--- src/rtl/spi_tx_arbiter.sv ---
// Round-robin arbiter sharing one SPI byte transmitter among NUM_REQ requesters.
// Optional WAIT_DONE abort timer enabled by defining SPI_TX_TIMEOUT_EN.
module spi_tx_arbiter #(
  parameter int unsigned NUM_REQ        = 4,
  parameter int unsigned TIMEOUT_CYCLES = 16384,
  parameter int unsigned TIMEOUT_BITS   = 15
) (
  input  logic                   clock,
  input  logic                   reset,
  input  logic [NUM_REQ-1:0]     req,
  input  logic [8*NUM_REQ-1:0]   req_data,
  output logic [NUM_REQ-1:0]     grant,
  output logic [NUM_REQ-1:0]     ack,
  output logic                   spi_start,
  output logic [7:0]             spi_data,
  input  logic                   spi_done,
  output logic                   busy,
  output logic [7:0]             byte_count,
  output logic                   timeout_err
);

  localparam int unsigned PTR_W = (NUM_REQ > 1) ? $clog2(NUM_REQ) : 1;

  typedef enum logic [1:0] {
    IDLE      = 2'd0,
    LAUNCH    = 2'd1,
    WAIT_DONE = 2'd2,
    ACK       = 2'd3
  } state_t;

  // Reject configurations the pointer or timeout counter cannot represent.
  if (NUM_REQ < 2 || NUM_REQ > 8 || TIMEOUT_CYCLES < 1 ||
      64'(TIMEOUT_CYCLES) > (64'(1) << TIMEOUT_BITS)) begin : g_bad_cfg
    $error("spi_tx_arbiter: unsupported parameter combination");
  end

  state_t               state, state_d;
  logic [PTR_W-1:0]     ptr, ptr_d;
  logic [PTR_W-1:0]     sel;
  logic                 found;
  logic [7:0]           sel_byte;
  logic [NUM_REQ-1:0]   grant_d, ack_d;
  logic                 spi_start_d, busy_d, timeout_err_d;
  logic [7:0]           spi_data_d, byte_count_d;

`ifdef SPI_TX_TIMEOUT_EN
  localparam logic [TIMEOUT_BITS-1:0] TMO_LIMIT = TIMEOUT_BITS'(TIMEOUT_CYCLES - 1);
  logic [TIMEOUT_BITS-1:0] tmo_cnt, tmo_cnt_d;
`endif

  // First pending requester after the pointer, wrapping modulo NUM_REQ.
  always_comb begin
    int unsigned idx;
    logic [PTR_W-1:0] cand;
    idx   = 0;
    cand  = '0;
    found = 1'b0;
    sel   = ptr;
    for (int unsigned off = 1; off <= NUM_REQ; off++) begin
      idx  = (32'(ptr) + off) % NUM_REQ;
      cand = PTR_W'(idx);
      if (!found && req[cand]) begin
        found = 1'b1;
        sel   = cand;
      end
    end
  end

  always_comb begin
    sel_byte = 8'h00;
    for (int unsigned i = 0; i < NUM_REQ; i++) begin
      if (PTR_W'(i) == sel) sel_byte = req_data[8*i +: 8];
    end
  end

  // Next-state and next-output logic.
  always_comb begin
    state_d       = state;
    ptr_d         = ptr;
    grant_d       = grant;
    ack_d         = '0;
    spi_start_d   = 1'b0;
    spi_data_d    = spi_data;
    byte_count_d  = byte_count;
    timeout_err_d = 1'b0;
`ifdef SPI_TX_TIMEOUT_EN
    tmo_cnt_d     = tmo_cnt;
`endif
    case (state)
      IDLE: begin
        if (found) begin
          state_d     = LAUNCH;
          ptr_d       = sel;
          grant_d     = NUM_REQ'(1) << sel;
          spi_data_d  = sel_byte;
          spi_start_d = 1'b1;
        end
      end
      LAUNCH: begin
        state_d = WAIT_DONE;
`ifdef SPI_TX_TIMEOUT_EN
        tmo_cnt_d = '0;
`endif
      end
      WAIT_DONE: begin
        if (spi_done) begin
          state_d      = ACK;
          ack_d        = grant;
          byte_count_d = byte_count + 8'd1;
        end
`ifdef SPI_TX_TIMEOUT_EN
        else if (tmo_cnt == TMO_LIMIT) begin
          state_d       = IDLE;
          grant_d       = '0;
          timeout_err_d = 1'b1;
        end else begin
          tmo_cnt_d = tmo_cnt + TIMEOUT_BITS'(1);
        end
`endif
      end
      ACK: begin
        state_d = IDLE;
        grant_d = '0;
      end
      default: begin
        state_d = IDLE;
        grant_d = '0;
      end
    endcase
    busy_d = (state_d != IDLE);
  end

  always_ff @(posedge clock) begin
    if (reset) begin
      state       <= IDLE;
      ptr         <= PTR_W'(NUM_REQ - 1);
      grant       <= '0;
      ack         <= '0;
      spi_start   <= 1'b0;
      spi_data    <= 8'h00;
      busy        <= 1'b0;
      byte_count  <= 8'h00;
      timeout_err <= 1'b0;
`ifdef SPI_TX_TIMEOUT_EN
      tmo_cnt     <= '0;
`endif
    end else begin
      state       <= state_d;
      ptr         <= ptr_d;
      grant       <= grant_d;
      ack         <= ack_d;
      spi_start   <= spi_start_d;
      spi_data    <= spi_data_d;
      busy        <= busy_d;
      byte_count  <= byte_count_d;
      timeout_err <= timeout_err_d;
`ifdef SPI_TX_TIMEOUT_EN
      tmo_cnt     <= tmo_cnt_d;
`endif
    end
  end

endmodule

--- config.mk ---
export PLATFORM = sky130hd
export DESIGN_NAME = spi_tx_arbiter
export DESIGN_NICKNAME = d
export VERILOG_FILES = /design/src/rtl/spi_tx_arbiter.sv
export SDC_FILE = /design/constraint.sdc
export NUM_CORES = 1
export LEC_CHECK = 0
export BUFFER_PORTS_ARGS = -buffer_cell sky130_fd_sc_hd__clkbuf_2
export CORE_ASPECT_RATIO = 0.75
export CORE_MARGIN = 5
export CORE_UTILIZATION = 44
export DETAILED_ROUTE_END_ITERATION = 7
export PLACE_DENSITY = 0.75
export SKIP_CTS_REPAIR_TIMING = 1
export SLEW_MARGIN = 20
export SYNTH_ARGS = -nofsm -noshare
export SYNTH_HDL_FRONTEND = slang
export SYNTH_SLANG_ARGS = --single-unit
--- constraint.sdc ---
create_clock -name clock -period 2.9 [get_ports clock]
set_input_delay 0.29 -clock clock [delete_from_list [all_inputs] [get_ports clock]]
set_output_delay 0.29 -clock clock [all_outputs]
set_load 0.03 [all_outputs]
Word-level counts from Yosys, hierarchy flattened
Index checks and enable logic that the tools add are counted.
- register bits after elaboration: 30
- bits of input ports: 39
- add/subtract/negate cells: 5
- magnitude comparators: 4
- eq/ne operators: 7
- shifts and indexed selects: 1
- mux-type cells: 26
- bitwise logic cells: 3
- reductions and logical operators: 15
- operator list (kind ; count):
    $mux 8 ; 4
    $lt 2x3->1 const B ; 4
    $mux 2 ; 6
    $mux 1 ; 9
    $add 8x1->8 const B ; 1
    $bmux 1 s2 ; 4
    $pmux 2 s4 ; 1
    $pmux 4 s2 ; 1
    $reduce_and 2->1 ; 3
    $add 2x1->2 const B ; 2
    $add 2x2->2 const B ; 2
    $eq 2x2->1 const A ; 2
    $eq 2x2->1 const B ; 2
    $logic_not 2->1 ; 2
    $mux 4 ; 1
    $reduce_bool 2->1 ; 2
    $shl 1x2->4 const A ; 1
    $logic_and 1x1->1 ; 3
    $logic_not 1->1 ; 3
    $not 1->1 ; 3
    $reduce_or 3->1 ; 1
    $eq 1x2->1 const A ; 1
    $eq 2x1->1 const B ; 1
    $ne 2x2->1 const B ; 1
    $reduce_or 2->1 ; 1

Logic depth before layout (Yosys ltp)
Gate-level depths: netlist of run 1.
- word-level depth: 18
- gate-level depth with buffers: 7
- gate-level depth less buffers: 7

Least setup slack after synthesis of run 1
OpenSTA, ideal clock, no wires.
- path type: flip-flop to flip-flop
- from: reg ptr[0]
- to: reg spi_data[1]
- library setup time: 0.121 ns
- arrival time: 1.335 ns
- setup slack: 1.444 ns
- stages on the path, launching flop included: 7
- buffers on the path: 1
- clock period less this slack: 1.456 ns
- path through: dfxtp_1 nor2b_1 or3_4 buf_6 and3_1 a211oi_1 o21ai_1
- cells in the longest elaborated chain, start to end: 18
- elaborated cells between the ends (all ways): 35
- those cells by class: add/sub (4); eq/ne (3); mux (20); reduce/logical (8)
- RTL lines (what ; line ; text):
    from (decl) ; 38 ; logic [PTR_W-1:0] ptr, ptr_d;
    from (signal assigned) ; 136 ; ptr <= PTR_W'(NUM_REQ - 1);
    from (signal assigned) ; 149 ; ptr <= ptr_d;
    $add 2x1->2 ; 60 ; idx = (32'(ptr) + off) % NUM_REQ;
    $bmux 1 s2 ; 62 ; if (!found && req[cand]) begin
    $mux 1 (not written as such) ; 62 ;
    $mux 1 ; 62 ;
    $logic_not 1->1 ; 62 ;
    $logic_and 1x1->1 ; 62 ;
    $mux 1 ; 62 ;
    $logic_not 1->1 ; 62 ;
    $logic_and 1x1->1 ; 62 ;
    $mux 1 ; 62 ;
    $logic_not 1->1 ; 62 ;
    $logic_and 1x1->1 ; 62 ;
    $mux 2 ; 62 ;
    $logic_not 2->1 ; 72 ; if (PTR_W'(i) == sel) sel_byte = req_data[8*i +: 8];
    $mux 8 (4 in a row) ; 72 ;
    to (signal assigned) ; 153 ; spi_data <= spi_data_d;
    to (decl) ; 15 ; output logic [7:0] spi_data,
Parallel ways exist; a longest one is shown, timed or not. The select of a mux whose other input is x is not followed.
A chain may end at the register's enable or synchronous reset.

Worst setup path after layout of run 1
- from: reg ptr[0]
- to: reg spi_data[3]
The elaborated chain is that of the path after synthesis.

==> flow_metrics.tcl, run 1 <==
set metrics [dict create \
    place_area_um2 1820 \
    die_x_um 77.2 \
    h-tree-depth 2 \
    firstDrtPassIters 4 \
    ant_nets 0 \
    finish.utilization_pct 58.8 \
    hp-class "in2reg" \
    rsz0062_at_grt "false" \
    syn_area_um2 1490 \
    antenna_found_initial 0 \
    topRoutingLayerUsed "met4" \
    grt_pass1_wl_um 6040 \
    vias_per_cell 5.27 \
    first_global_vias 1311 \
    p_clk_share_pct 18.5 \
    place_ws_ns 0.908 \
    synth.yosys.seq_area_share_pct 40.3 \
    dpl.hpwl_um 2940 \
    cell_internal_pwr_uw 1040 \
    ys_async_sr_fraction_pct 0 \
    critPathTopFamily "compound AO/OA/AOI/OAI gates" \
    critPathRequiredTime_ns 3.07 \
    fin_skew_ns 0.00332 \
    ios 66 \
    slowest_stage "o21ai_1" \
    p_leak_uw 0.000883 \
    routed-wl-met3_um 277 \
    wire_per_inst_um 13.6 \
    final_common_cell "clkbuf_2" \
    clockBufferDepth 2 \
    critPathMostFrequentCell "o21ai_1" \
    drt-initial-drc-count 50 \
    critical_path_class "reg2reg" \
    layout_min_cycle_time_ns 1.96 \
    clk_latency_ns 0.28 \
    wl_met2_um 1700 \
    finalWorstSetupSlack_ns 0.940 \
    drive_gt1_share_pct 33.5 \
    critPathMaxStageDelay_ns 0.57 \
    synth_cells 170 \
    pwr-share-comb_pct 48.2 \
    setup_tns_ns 0 \
    status "completed" \
    p_sw_share_pct 44.4 \
    finalHoldViolations 0 \
    synth-seq-cells 30 \
    tightest_slew_ns 0.716 \
    path_max_fanout 12 \
    core-area_um2 3270 \
    synth_warnings 0 \
    power.density_nw_per_um2 979 \
    setup_viol 0 \
    grt_use_total_pct 16.6 \
    report.final.slew_viol_count 0 \
    wl_um 3740 \
    cts_root_buf "clkbuf_8" \
    dieArea_um2 4660 \
    syn_area_per_cell_um2 8.77 \
    cp_data_arrival_time_ns 2.13 \
    grt_max_degree 22 \
    synth_nets 214 \
    n_antenna_cell 0 \
    fin_area_um2 1920 \
    cap_violations 0 \
    overflow 0 \
    gp_congestion 0.765 \
    final_cell_mix "64 x clkbuf_2, 30 x dfxtp_1, 23 x nor2_1" \
    cp.buffers_inverters 0 \
    path_clk_slew_ns 0.06 \
    max_freq_mhz 510 \
    fp.dieH_um 60.4 \
    fin_hold_ws_ns 0.266 \
    synth_cell_types 41 \
    nets 279 \
    num_vias 1454 \
    power.switching_uw 834 \
    critPathCaptureType "register" \
    synthFlopType "dfxtp_1" \
    area_delta_synth_final_pct 28.8 \
    maxSlewHeadroom_pct 51.9 \
    wl_met1_um 1700 \
    timing.final.crit_share_pct 67.6 \
    start_util_pct 45.6 \
    cts_buffers 5 \
    cts_num_sinks 30 \
    tritoncts "yes" \
    startpoint_type "register" \
    synth_edf_count 0 \
    drc_errors 0 \
    cp_cell_sequence "nor2b_1 > o21ai_1 > nand2_1 > a211oi_1 > o21ai_1" \
    vdd_drop_max_uv 455 \
    rows 18 \
    buffer_ports.inserted 64 \
    seqPwrFrac_pct 33.4 \
]
-- final timing paths --
path	from	end	slack [ns]	cells after the start
setup reg to reg	ptr[0]	spi_data[3]	0.94	5
setup / recovery	ptr[0]	spi_data[3]	0.94	5
hold reg to reg	spi_data[5]	spi_data[5]	0.45	2
hold / removal	req_data[18]	spi_data[2]	0.27	3
-- tightest hold or removal path: stages --
cell and delay [ns]:
clkbuf_2 0.08, a211oi_1 0.05, o21ai_1 0.10
-- synthesized netlist by cell type (3+ instances only) --
| master | count | share of area (%) |
|---|---|---|
| o21ai_1 | 10 | 3.4 |
| ha_1 | 5 | 4.2 |
| and3_1 | 10 | 4.2 |
| a21oi_1 | 3 | 1.0 |
| nor2b_1 | 3 | 1.3 |
| nor2_1 | 23 | 5.8 |
| o221ai_1 | 6 | 3.5 |
| dfxtp_1 | 30 | 40 |
| xor2_1 | 5 | 2.9 |
| a211o_1 | 3 | 1.8 |
| nand2_1 | 15 | 3.8 |
| nand3_1 | 3 | 1.0 |
| nand2b_1 | 5 | 2.1 |
| a211oi_1 | 7 | 3.5 |
| a32oi_1 | 4 | 2.4 |
| and2_1 | 5 | 2.1 |
| inv_1 | 4 | 1.0 |
-- layout make-up --
type	instances	area (um2)
multi-input combinational	130	838
sequential	30	601
inverter	4	15.0
timing repair buffer	64	320
fill	289	1350
clock inverter	2	12.5
tap	40	50.0
clock buffer	6	82.6
-- routing by layer --
metal	up-vias	track usage, %
li1	739	-
met5	-	0
met2	36	25.5
met1	674	20.7
met4	0	6.62
met3	5	7.27
-- power by group through the flow --
| stage | Sequential (uW) | Clock (uW) | Combinational [uW] |
|---|---|---|---|
| detailed placement | 636 | 0 | 902 |
| CTS | 627 | 360 | 910 |
| global placement | 630 | 0 | 893 |
| finish | 627 | 347 | 905 |
| floorplan | 777 | 0 | 531 |
| global route | 642 | 383 | 1000 |
-- cells by family (layout without fill, tap and decap cells) --
kind of cell | after synthesis | after routing | share of synthesized area, %
compound gates | 46 | 46 | 23.4
buf+inv | 10 | 76 | 3.44
fa+ha+maj | 5 | 5 | 4.20
other cells | 1 | 1 | 0.252
xor+xnor | 7 | 7 | 4.11
flops | 30 | 30 | 40.3
simple gates | 71 | 71 | 24.3
-- state kept, by name, summed over array words and instances, names as in the netlist --
name	flops
spi_start	1
ack	4
grant	4
state	2
busy	1
spi_data	8
byte_count	8
ptr	2
-- metrics by stage --
step	cells	power, uW
2_1_floorplan	170	1310
3_3_place_gp	268	1520
3_5_place_dp	268	1540
4_1_cts	276	1900
5_1_grt	276	2030
6_report	276	1880
Power figures use the tool's default switching activity.
==> run 2, diff against run 1 <==
==> constraint.sdc (replaced) <==
create_clock -name clock -period 2 [get_ports clock]
set_input_delay 0.2 -clock clock [delete_from_list [all_inputs] [get_ports clock]]
set_output_delay 0.2 -clock clock [all_outputs]
set_load 0.03 [all_outputs]
==> run 2 against run 1 <==
Global-route usage up 0.81 points. Total power up 63%. First-iteration DRC count up 66%. Final cell count up 2.2%. Clock power up 120%. Combinational power up 56%. Final area up 4.8%. Flip-flop and latch count unchanged. Routed wire length up 7.1%. Die area unchanged. Sequential power up 40%. Largest power group unchanged.
==> flow_metrics.tcl, run 2 (same netlist as run 1, synthesis figures left out) <==
set metrics [dict create \
    h-tree-depth 2 \
    critPathMaxStageDelay_ns 0.48 \
    holdPathStages 3 \
    reg_top3 "byte_count x8, spi_data x8" \
    area_delta_synth_final_pct 35.0 \
    p_total_uw 3050 \
    max_freq_mhz 591 \
    fp.dieH_um 60.4 \
    critPathCaptureType "register" \
    layout_min_cycle_time_ns 1.69 \
    fin_area_um2 2010 \
    report.final.slew_viol_count 0 \
    startpoint_type "register" \
    p_leak_uw 0.000937 \
    clockBufferDepth 2 \
    setup_tns_ns 0 \
    path_clk_slew_ns 0.07 \
    gp_congestion 0.800 \
    antenna_found_initial 0 \
    core-area_um2 3270 \
    ios 66 \
    overflow 0 \
    drc_errors 0 \
    vdd_drop_max_uv 675 \
    worst-path-stages 6 \
    cp.buffers_inverters 1 \
    num_vias 1509 \
    cts_buffers 5 \
    grt_pass1_wl_um 6370 \
    setup_viol 0 \
    rows 18 \
    maxSlewHeadroom_pct 61.0 \
    wire_per_inst_um 14.2 \
    finalHoldViolations 0 \
    critPathTopFamily "simple AND/OR/NAND/NOR gates" \
    timing.final.crit_share_pct 84.7 \
    dieArea_um2 4660 \
    start_util_pct 45.6 \
    first_global_vias 1399 \
    rsz0062_at_grt "false" \
    grt_max_degree 21 \
    tightest_slew_ns 0.584 \
    nets 285 \
    wl_um 4010 \
    cap_violations 0 \
    slowest_stage "nor2_1" \
    final_common_cell "clkbuf_2" \
    cts_root_buf "clkbuf_8" \
    grt_use_total_pct 17.4 \
    cp_cell_sequence "inv_1 > ha_1 > nand2b_1 > nor2_1 > o221ai_1 > o21ai_1" \
    critPathRequiredTime_ns 2.22 \
    drive_gt1_share_pct 35.1 \
    power.density_nw_per_um2 1520 \
    place_area_um2 1870 \
    status "completed" \
    dpl.hpwl_um 3100 \
    die_x_um 77.2 \
    cts_num_sinks 30 \
    cp-startpoint "state[0]" \
    min_from "req_data[17]" \
    cp_data_arrival_time_ns 1.91 \
    place_inst 274 \
    firstDrtPassIters 4 \
    n_antenna_cell 0 \
    r2r_cells 6 \
    clk_latency_ns 0.28 \
    vias_per_cell 5.35 \
    critical_path_class "reg2reg" \
    hp-class "in2reg" \
    fin_hold_ws_ns 0.173 \
    multi_input_area_um2 838 \
    instances_no_fill 282 \
    drt-initial-drc-count 83 \
    tritoncts "yes" \
    regArea_um2 601 \
    fill_cells 293 \
    fin_skew_ns 0.00823 \
    regToRegStartpoint "state[0]" \
    path_max_fanout 7 \
    final_cell_mix "64 x clkbuf_2, 30 x dfxtp_1, 23 x nor2_1" \
    buffer_ports.inserted 64 \
    ant_nets 0 \
]
==> run 2: per-stage QoR <==
step | setup WS [ns] | utilization [%]
after floorplan | 0.544 | -
after global placement | 0.410 | 57.2
after detailed placement | 0.301 | 57.2
after CTS | 0.292 | 61.6
after global routing | 0.130 | 61.6
final | 0.307 | 61.6
==> run 2: metal layers <==
| metal | share of wire, % | track usage, % | up-vias |
|---|---|---|---|
| li1 | - | - | 757 |
| met1 | 44 | 22.5 | 690 |
| met2 | 45 | 26.3 | 58 |
| met3 | 9.6 | 6.82 | 4 |
| met4 | 1.2 | 7.11 | 0 |
| met5 | 0 | 0 | - |
==> run 2: worst paths after layout <==
| path | endpoint | slack [ns] |
|---|---|---|
| worst max-delay path | spi_data[4] | 0.31 |
| worst min-delay path | spi_data[1] | 0.17 |
| worst max register to register | spi_data[4] | 0.31 |
| worst min register to register | spi_data[6] | 0.45 |
==> run 2: cell type report <==
type	instances	share of cell area, %
multi-input combinational	130	41.7
tap	40	2.49
sequential	30	29.9
clock buffer	6	4.10
clock inverter	2	2.99
timing repair buffer	70	18.2
inverter	4	0.746
==> run 2: power breakdown <==
| group | internal, uW | total [uW] | leakage, uW | switching, uW |
|---|---|---|---|---|
| Combinational | 515 | 1410 | 0.000619 | 892 |
| Clock | 531 | 769 | 0.0000714 | 237 |
| Sequential | 771 | 877 | 0.000246 | 106 |
==> run 2: worst register-to-register path: stages, from the launching register on <==
cell and delay [ns]:
dfxtp_1 0.31, inv_1 0.12, ha_1 0.18, nand2b_1 0.13, nor2_1 0.48, o221ai_1 0.25
o21ai_1 0.17
==> run 3, diff against run 2 <==
--- a/config.mk
+++ b/config.mk
@@ -5,12 +5,13 @@
 export SDC_FILE = /design/constraint.sdc
 export NUM_CORES = 1
 export LEC_CHECK = 0
+export ABC_AREA = 1
 export BUFFER_PORTS_ARGS = -buffer_cell sky130_fd_sc_hd__clkbuf_2
 export CORE_ASPECT_RATIO = 0.75
 export CORE_MARGIN = 5
 export CORE_UTILIZATION = 44
 export DETAILED_ROUTE_END_ITERATION = 7
-export PLACE_DENSITY = 0.75
+export PLACE_DENSITY = 0.73
 export SKIP_CTS_REPAIR_TIMING = 1
 export SLEW_MARGIN = 20
 export SYNTH_ARGS = -nofsm -noshare
==> constraint.sdc (replaced) <==
create_clock -name clock -period 1.72 [get_ports clock]
set_input_delay 0.172 -clock clock [delete_from_list [all_inputs] [get_ports clock]]
set_output_delay 0.172 -clock clock [all_outputs]
set_load 0.03 [all_outputs]
==> run 3 against run 2 <==
The run now ends with negative setup slack left. Register-to-register slack lost 0.52 ns. Critical path depth grew 9. Global-route usage grew 1.8 points. Fmax shrank 13%. Critical path type unchanged. Largest cell class unchanged.
==> flow_metrics.tcl, run 3 <==
set metrics [dict create \
    cell_internal_pwr_uw 2830 \
    synthFlopType "dfxtp_1" \
    p_clk_share_pct 9.6 \
    setup_viol 11 \
    h-tree-depth 2 \
    p_total_uw 5580 \
    finalWorstSetupSlack_ns -0.216 \
    report.final.slew_viol_count 0 \
    max_freq_mhz 517 \
    rsz0062_at_grt "true" \
    timing.final.crit_share_pct 113 \
    violations "negative setup slack" \
    synth_common_cells "74 x nand2_1, 32 x inv_1, 30 x dfxtp_1" \
    ys_top_cells_by_area "dfxtp_1 36%, nand2_1 17%, inv_1 7.2%, a21oi_1 6.3%, nand4_1 5.2%" \
    dpl.hpwl_um 3610 \
    nets 392 \
    critPathCaptureType "register" \
    power.density_nw_per_um2 2260 \
    vias_per_cell 4.93 \
    critical_path_class "reg2reg" \
    wl_um 4980 \
    path_max_fanout 6 \
    cp_cell_sequence "inv_2 > nand2_1 > nand2_2 > nand2_2 > nand2_4 > or2_0 > nand3_2 > nand2_4 > buf_6 > nor2_8 > buf_6 > nand2_2 > nand4_1 > nand2_1 > a21oi_1" \
    status "finished with violations" \
    hp-class "in2reg" \
    cap_violations 0 \
    buffer_ports.inserted 64 \
    syn_area_um2 1680 \
    critPathMaxStageDelay_ns 0.38 \
    ys_async_sr_fraction_pct 0 \
    wire_per_inst_um 12.5 \
    ant_nets 0 \
    n_antenna_cell 0 \
    rows 19 \
    cts_num_sinks 30 \
    synth_edf_count 0 \
    synth.yosys.seq_area_share_pct 35.8 \
    num_vias 1973 \
    synth.top_cell.area_share_pct 35.8 \
    grt_pass1_wl_um 7930 \
    fin_hold_ws_ns 0.165 \
    antenna_found_initial 0 \
    drc_errors 0 \
    synth_top_area_cell "dfxtp_1" \
    path_clk_slew_ns 0.06 \
    drt-initial-drc-count 79 \
    first_global_vias 1834 \
    drive_gt1_share_pct 42.8 \
    synth_nets 298 \
    seqPwrFrac_pct 18.5 \
    final_common_cell "clkbuf_2" \
    clockBufferDepth 2 \
    synth-seq-cells 30 \
    p_sw_share_pct 49.3 \
    power.switching_uw 2750 \
    reg_top3 "byte_count x8, spi_data x8" \
    tritoncts "yes" \
    cp.buffers_inverters 3 \
    gp_congestion 0.911 \
    die_x_um 81.3 \
    firstDrtPassIters 4 \
    clk_latency_ns 0.28 \
    cts_buffers 5 \
    pwr-share-comb_pct 71.9 \
    critPathRequiredTime_ns 1.93 \
    maxSlewHeadroom_pct 66.6 \
    fin_skew_ns 0.00273 \
    tightest_slew_ns 0.501 \
    p_leak_uw 0.00127 \
    syn_area_per_cell_um2 6.60 \
    start_util_pct 45.8 \
    critPathMostFrequentCell "nand2_2" \
    area_delta_synth_final_pct 47.3 \
    grt_max_degree 19 \
    final_cell_mix "64 x clkbuf_2, 62 x nand2_1, 28 x inv_1, 28 x dfxtp_1, 26 x buf_4" \
    slowest_stage "dfxtp_2" \
    fp.dieH_um 63.5 \
    synth_cell_types 28 \
    dieArea_um2 5160 \
    synth_cells 254 \
    layout_min_cycle_time_ns 1.94 \
    finalHoldViolations 0 \
    core-area_um2 3660 \
    synth_warnings 0 \
    vdd_drop_max_uv 1250 \
    grt_use_total_pct 19.1 \
    startpoint_type "register" \
    overflow 0 \
    critPathTopFamily "simple AND/OR/NAND/NOR gates" \
    ios 66 \
    cts_root_buf "clkbuf_8" \
    cp_data_arrival_time_ns 2.15 \
    yosysMostFrequentCell "nand2_1" \
]
-- run 3: routing by layer --
metal,part of all wire (%),vias to the layer above,global-route usage [%]
met1,46,900,25.5
met2,46,57,29.2
li1,-,1005,-
met5,0,-,0
met4,1.8,0,7.38
met3,5.7,11,5.13
-- run 3: final timing paths --
check,startpoint,end,slack (ns),depth (start not counted)
worst min-delay path,req_data[16],spi_data[0],0.17,3
worst max register to register,ptr[1],spi_data[5],-0.22,15
worst max-delay path,ptr[1],spi_data[5],-0.22,15
worst min register to register,grant[2],ack[2],0.44,2
-- run 3: layout make-up --
type,instances,area (um2)
tap,52,65.1
fill,328,1190
inverter,37,146
clock inverter,2,10.0
clock buffer,5,68.8
multi-input combinational,180,1000
timing repair buffer,94,569
sequential,30,606
-- run 3: through the flow --
stage	std cells	worst slack [ns]	TNS (ns)	utilization, %	area [um2]
4_1_cts	394	-0.201	-1.80	63.4	2320
3_3_place_gp	387	-0.0862	-0.727	61.2	2240
6_report	400	-0.216	-1.52	67.5	2470
2_1_floorplan	254	-0.00646	-0.00646	-	1720
5_1_grt	400	-0.334	-3.41	67.5	2470
3_5_place_dp	387	-0.179	-1.51	61.2	2240
-- run 3: power by group through the flow --
stage               Clock (uW)  Sequential [uW]  Combinational [uW]
finish                     537             1030                4010
global route               577             1060                4420
CTS                        544             1010                3510
detailed placement           0             1030                3480
global placement             0             1020                3440
floorplan                    0             1250                2120
-- run 3: cells by family after synthesis --
| group | after synthesis | share of synthesized area, % |
|---|---|---|
| xor+xnor | 1 | 0.522 |
| buf+inv | 44 | 10.7 |
| other cells | 1 | 0.224 |
| flops | 30 | 35.8 |
| fa+ha+maj | 5 | 3.73 |
| simple gates | 130 | 35.7 |
| compound gates | 43 | 13.2 |
-- run 3: worst reg2reg max path, cell delays in order (launching register included) --
cell,delay (ns)
dfxtp_2,0.38
inv_2,0.08
nand2_1,0.07
nand2_2,0.08
nand2_2,0.10
nand2_4,0.08
or2_0,0.23
nand3_2,0.10
nand2_4,0.07
buf_6,0.13
nor2_8,0.14
buf_6,0.13
nand2_2,0.04
nand4_1,0.06
nand2_1,0.06
a21oi_1,0.12
